$ cat src/rtl/seg_scan_if.sv
// Segment-scanner bus: two active-high digit patterns in, multiplexed
// active-low segment bus, anodes and frame pulse out.
interface seg_scan_if;
    logic [6:0] seg_tens;
    logic [6:0] seg_ones;
    logic [6:0] seg;
    logic [3:0] an;
    logic       frame_start;

    // The display decoder (or a bench) drives the patterns and watches the pins.
    modport master (
        output seg_tens,
        output seg_ones,
        input  seg,
        input  an,
        input  frame_start
    );

    modport slave (
        input  seg_tens,
        input  seg_ones,
        output seg,
        output an,
        output frame_start
    );
endinterface

$ cat src/rtl/seg_scan_mux.sv
// Two-digit time-multiplexed seven-segment scanner with dark guard gaps and
// per-frame snapshots. Optional macro LEADING_ZERO_BLANK_EN blanks a leading tens zero.
module seg_scan_mux #(
    parameter int REFRESH_DIV  = 100000,
    parameter int BLANK_CYCLES = 1000
) (
    input  logic        clk,
    input  logic        rst,
    seg_scan_if.slave   bus
);
    localparam int MAX_N = (REFRESH_DIV > BLANK_CYCLES) ? REFRESH_DIV : BLANK_CYCLES;
    localparam int CNT_W = $clog2(MAX_N) + 1;
    localparam logic [CNT_W-1:0] LIT_LAST  = CNT_W'(REFRESH_DIV - 1);
    localparam logic [CNT_W-1:0] DARK_LAST = CNT_W'(BLANK_CYCLES - 1);
    localparam logic [6:0] ZERO_PATTERN = 7'b0111111;

    typedef enum logic [1:0] {GAP_T, ONES, GAP_O, TENS} state_t;

    state_t           state_reg;
    logic [CNT_W-1:0] cnt_reg;
    logic [6:0]       snap_tens_reg;
    logic [6:0]       snap_ones_reg;
    logic [6:0]       seg_reg;
    logic [3:0]       an_reg;
    logic             frame_start_reg;

    logic             lit_state;
    logic             dwell_done;
    logic             tens_dark;

    assign lit_state  = (state_reg == ONES) || (state_reg == TENS);
    assign dwell_done = (cnt_reg == (lit_state ? LIT_LAST : DARK_LAST));

`ifdef LEADING_ZERO_BLANK_EN
    assign tens_dark = (snap_tens_reg == ZERO_PATTERN);
`else
    assign tens_dark = 1'b0;
`endif

    // Outputs are loaded together with the next state so they switch on the
    // same edge as the state; the ONES entry uses the live inputs because the
    // snapshot is being taken on that very edge.
    always_ff @(posedge clk) begin
        if (rst) begin
            state_reg       <= GAP_T;
            cnt_reg         <= '0;
            snap_tens_reg   <= '0;
            snap_ones_reg   <= '0;
            seg_reg         <= 7'b1111111;
            an_reg          <= 4'b1111;
            frame_start_reg <= 1'b0;
        end else begin
            frame_start_reg <= 1'b0;
            if (dwell_done) begin
                cnt_reg <= '0;
                case (state_reg)
                    GAP_T: begin
                        state_reg       <= ONES;
                        snap_tens_reg   <= bus.seg_tens;
                        snap_ones_reg   <= bus.seg_ones;
                        an_reg          <= 4'b1110;
                        seg_reg         <= ~bus.seg_ones;
                        frame_start_reg <= 1'b1;
                    end
                    ONES: begin
                        state_reg <= GAP_O;
                        an_reg    <= 4'b1111;
                        seg_reg   <= 7'b1111111;
                    end
                    GAP_O: begin
                        state_reg <= TENS;
                        if (tens_dark) begin
                            an_reg  <= 4'b1111;
                            seg_reg <= 7'b1111111;
                        end else begin
                            an_reg  <= 4'b1101;
                            seg_reg <= ~snap_tens_reg;
                        end
                    end
                    default: begin
                        state_reg <= GAP_T;
                        an_reg    <= 4'b1111;
                        seg_reg   <= 7'b1111111;
                    end
                endcase
            end else begin
                cnt_reg <= cnt_reg + CNT_W'(1);
            end
        end
    end

    assign bus.seg         = seg_reg;
    assign bus.an          = an_reg;
    assign bus.frame_start = frame_start_reg;
endmodule

$ cat src/flat_wrapper.sv
// flat-port wrapper written by rule: the top's interface ports become plain ports
module seg_scan_mux_flat 
#(
    parameter int REFRESH_DIV  = 100000,
    parameter int BLANK_CYCLES = 1000
)
  (clk, rst, bus_seg_tens, bus_seg_ones, bus_seg, bus_an, bus_frame_start);
  seg_scan_if bus_i ();
  input  logic clk;
  input  logic rst;
  input wire logic [$bits(bus_i.seg_tens)-1:0] bus_seg_tens;
  input wire logic [$bits(bus_i.seg_ones)-1:0] bus_seg_ones;
  output wire logic [$bits(bus_i.seg)-1:0] bus_seg;
  output wire logic [$bits(bus_i.an)-1:0] bus_an;
  output wire logic [$bits(bus_i.frame_start)-1:0] bus_frame_start;
  assign bus_i.seg_tens = bus_seg_tens;
  assign bus_i.seg_ones = bus_seg_ones;
  assign bus_seg = bus_i.seg;
  assign bus_an = bus_i.an;
  assign bus_frame_start = bus_i.frame_start;
  seg_scan_mux #(.REFRESH_DIV(REFRESH_DIV), .BLANK_CYCLES(BLANK_CYCLES)) u_core (.clk(clk), .rst(rst), .bus(bus_i));
endmodule
$ cat config.mk
export PLATFORM = sky130hd
export DESIGN_NAME = seg_scan_mux_flat
export DESIGN_NICKNAME = d
export VERILOG_FILES = /design/src/rtl/seg_scan_if.sv /design/src/rtl/seg_scan_mux.sv /design/src/flat_wrapper.sv
export SDC_FILE = /design/constraint.sdc
export NUM_CORES = 1
export LEC_CHECK = 0
export CORE_MARGIN = 2
export CORE_UTILIZATION = 48
export CTS_CLUSTER_DIAMETER = 100
export DETAILED_ROUTE_END_ITERATION = 10
export PLACE_DENSITY = 0.85
export SKIP_CTS_REPAIR_TIMING = 1
export SLEW_MARGIN = 20
export SYNTH_ARGS = -nofsm -noshare
export SYNTH_HDL_FRONTEND = slang
export SYNTH_SLANG_ARGS = --single-unit
$ cat constraint.sdc
create_clock -name clk -period 1.9 [get_ports clk]
set_input_delay 0.38 -clock clk [delete_from_list [all_inputs] [get_ports clk]]
set_output_delay 0.38 -clock clk [all_outputs]
set_load 0.02 [all_outputs]
Yosys cells after proc, flatten, opt, wreduce, memory -nomap -nowiden

Index checks and enable logic that the tools add are counted.

Output and inout bits: 12
Bits of input ports: 16
Register bits after elaboration: 39

Equal/unequal tests: 4
Bitwise gates (word level): 3
Reduce and logical (&&, ||, !) cells: 5
$add $sub $neg: 1
Mux-type cells: 5

Operator list:

| operator                                                               | number |
|---|---|
| 18-bit by 1-bit adder with 18-bit output (second input constant)       | 1 |
| 18-bit equality test                                                   | 1 |
| 17-bit 2-to-1 mux                                                      | 1 |
| 7-bit inverter                                                         | 2 |
| 7-bit case mux with 2 select lines                                     | 1 |
| 2-bit case mux with 3 select lines                                     | 1 |
| 2-bit equality test (second input constant)                            | 2 |
| 2-bit case mux with 2 select lines                                     | 1 |
| 2-bit OR reduction                                                     | 2 |
| 2-bit by 1-bit equality test with 1-bit output (second input constant) | 1 |
| 2-bit logical NOT                                                      | 1 |
| 2-bit AND reduction                                                    | 1 |
| 1-bit logical OR                                                       | 1 |
| 1-bit 2-to-1 mux                                                       | 1 |
| 1-bit inverter                                                         | 1 |

Depth between registers and ports, before layout

Word-level depth: 6
Depth in mapped cells: 7
Gate-level depth less buffers: 5

Worst setup path before layout

Ideal clock, no wire load.

Kind: register to register
Start: reg u_core.cnt_reg[4]
End: reg u_core.cnt_reg[17]
Slack: -0.013 ns
Arrival time: 1.833 ns
Path buffers: 1
Stages on the path, launching flop included: 6
Library setup time: 0.079 ns
Clock period less this slack: 1.913 ns
Path through: dfxtp_1 nand4_4 or4_1 buf_2 or4_4 a211oi_2

Word-level cells in the longest chain between the ends: 2
Elaborated cells between the ends (all ways): 3
Classes of those cells: 1 x add/sub; 1 x eq/ne; 1 x reduce/logical

RTL lines:

| item                                                                                             | line               | text |
|---|---|---|
| start: declaration                                                                               | seg_scan_mux.sv:20 | `logic [CNT_W-1:0] cnt_reg;` |
| start signal: assignment                                                                         | seg_scan_mux.sv:87 | `cnt_reg <= cnt_reg + CNT_W'(1);` |
| parallel branches: the longest is 2 deep, another holds 18-bit by 1-bit adder with 18-bit output | --                 |  |

Several ways; the timed one is not identified.
A chain may end at the register's enable or synchronous reset.

Worst setup path after layout

Start: reg u_core.cnt_reg[5]
End: reg u_core.cnt_reg[17]

The elaborated chain is that of the path after synthesis.

==> reports/metrics.yaml <==
die_h_um: 66.2
slew_viol_final: 0
rsz0062_at_grt: "false"
core_area_sq_um: 3690
htreeDepth: 2
fin_cells: 286
area_growth_pct: 25.1
path_delay_family: "simple AND/OR/NAND/NOR gates"
ys_seq_area_share_pct: 39.9
hold_violations: 0
placementRows: 22
p_seq_share_pct: 55.5
synth_area_leaders: "dfxtp_1, mux2i_1, nand2b_1, xnor2_1, nor3_1"
die-area_sq_um: 4380
status: "finished clean"
boundaryPins: 28
placed_area_sq_um: 2220
post-route-drc-count: 0
start_kind: "flop"
final_layout_size_suffix_gt1_share_pct: 14.7
setup_viol: 0
place_congestion: 0.780
root_buffer: "clkbuf_8"
finalInstanceArea_sq_um: 2320
clkLatencyLatePin_ns: 0.28
synthCells: 205
synth_ff_type: "dfxtp_1"
cts.clk_slew.worst_paths_ns: 0.07
grtUsageTotal_pct: 18.9
required_ns: 2.11
vias: 1501
antenna_found_initial: 0
dpl.cell_count: 279
synthArstFlopShare_pct: 0
p_per_area_nw_per_um2: 609
ys_types: 40
cp_max_fo: 6
crit_slowest_cell: "or4_4"
synth-edff-count: 0
dpl.hpwl_um: 2590
whs_ns: 0.436
numCtsBuffers: 5
drtIter0Drc: 121
drt_first_pass_iters: 4
regArea_sq_um: 747
synth_area_leader_cell: "dfxtp_1"
diodes: 0
yosysTopAreaCellShare_pct: 39.9
wl_um: 3740
cp_common_cell: "or4_4"
comb_power_share_pct: 6.3
fin_skew_ns: 0.00461
overflow: 0
switchingPower_uw: 294
port_buffers: 25
irDropWorstVdd_uv: 334
grt_pass1_vias: 1421
synth-seq-cells: 37
nets: 258
grt_first_pass_wirelength_um: 6290
worstPathArrival_ns: 2.02
initial_core_util_pct: 50.3
cp_num_buf_inv: 0
synth_common_cells: "dfxtp_1, inv_1, mux2i_1"
synth_most_common_cell: "dfxtp_1"
p_sw_share_pct: 20.8
drtAntennaViolNets: 0
clockBufferDepth: 2
via_per_inst: 5.25
avgSynthCellArea_sq_um: 9.05
cp-end-kind: "flop"
cts.sinks: 37
grt_max_degree: 48
multi_input_area_sq_um: 980
finalCritPeriodShare_pct: 95.3
die_x_um: 66.2
yosys_warnings: 0
routedWlPerCell_um: 13.1
syn_area_sq_um: 1860
cp_cell_sequence: "nand4_4, or4_4, or4_4, a211oi_2"
pwr-share-clk_pct: 38.1
path_class: "reg -> reg"
largest_reg_flops: 18
worst_hold_path_type: "reg -> reg"
finalCriticalPeriod_ns: 1.81
p_int_uw: 1120
slowest_delay_ns: 0.57
cap_violations: 0
fmax_mhz: 552
cts_tree: "yes"
fillers: 318
fin_util_pct: 62.9
p_leak_uw: 0.000777
==> power by group through the flow <==
stage / registers, uW / logic [uW] / clock network, uW
6_report: 785 / 89.7 / 539
5_1_grt: 786 / 99.0 / 590
4_1_cts: 785 / 89.9 / 557
3_5_place_dp: 803 / 89.7 / 0
3_3_place_gp: 802 / 88.3 / 0
2_1_floorplan: 801 / 51.7 / 0
==> layout by cell type, fill, tap and decap left out, drive strengths merged <==
master and instances:
dfxtp 37, clkdlybuf4s50 25, inv 18, mux2i 18, nand2b 17, nor2 14
nor3 14, buf 14, xnor2 10, a221oi 7, clkbuf 7, nand2 6
nand4 6, nand3 6, or3 5, nor2b 4, ha 4, a211oi 4
or4 3, nor4 3, o21ai 3, nor3b 2, xor2 2, conb 2
a21oi 2, o21bai 1, nor4b 1, and3 1, or2 1, o31ai 1
==> metal layers <==
layer	up-vias	global-route usage (%)	wire, um
met5	-	0	0
met4	0	6.63	27
met3	2	6.30	145
met2	34	31.3	1850
met1	701	22.7	1710
li1	764	-	-
==> final cells by class <==
type,instances,area share (%)
clock buffers,7,3.72
flip-flops and latches,37,32.2
repair buffers,39,16.4
inverters,18,2.91
well taps,48,2.59
multi-input cells,137,42.2
==> logic make-up (layout without fill, tap and decap cells) <==
family / after synthesis / in the layout / share of synthesized area, %
xor gates and xnor gates: 12 / 12 / 5.66
muxes: 18 / 18 / 9.71
AOI/OAI and AO/OA: 18 / 18 / 7.55
DFF: 37 / 37 / 39.9
and+or+nand+nor: 83 / 83 / 25.5
other: 1 / 2 / 0.202
buffers and inverters: 32 / 64 / 8.77
adders and majority gates: 4 / 4 / 2.70
==> through the flow <==
step,setup slack [ns],TNS (ns),total power [uW]
after detailed placement,-0.0343,-0.0343,892
final,0.0889,0,1410
after floorplan,0.000687,0,853
after global routing,0.00339,0,1470
after global placement,0.0590,0,891
after CTS,-0.0395,-0.0395,1430
==> path summary, 6_finish.rpt <==
check	start	end	slack, ns	depth (start not counted)
max	u_core.cnt_reg[5]	u_core.cnt_reg[17]	0.09	4
min	u_core.cnt_reg[0]	u_core.cnt_reg[0]	0.44	1
max reg2reg	u_core.cnt_reg[5]	u_core.cnt_reg[17]	0.09	4
min reg2reg	u_core.cnt_reg[0]	u_core.cnt_reg[0]	0.44	1
Power figures use the tool's default switching activity.
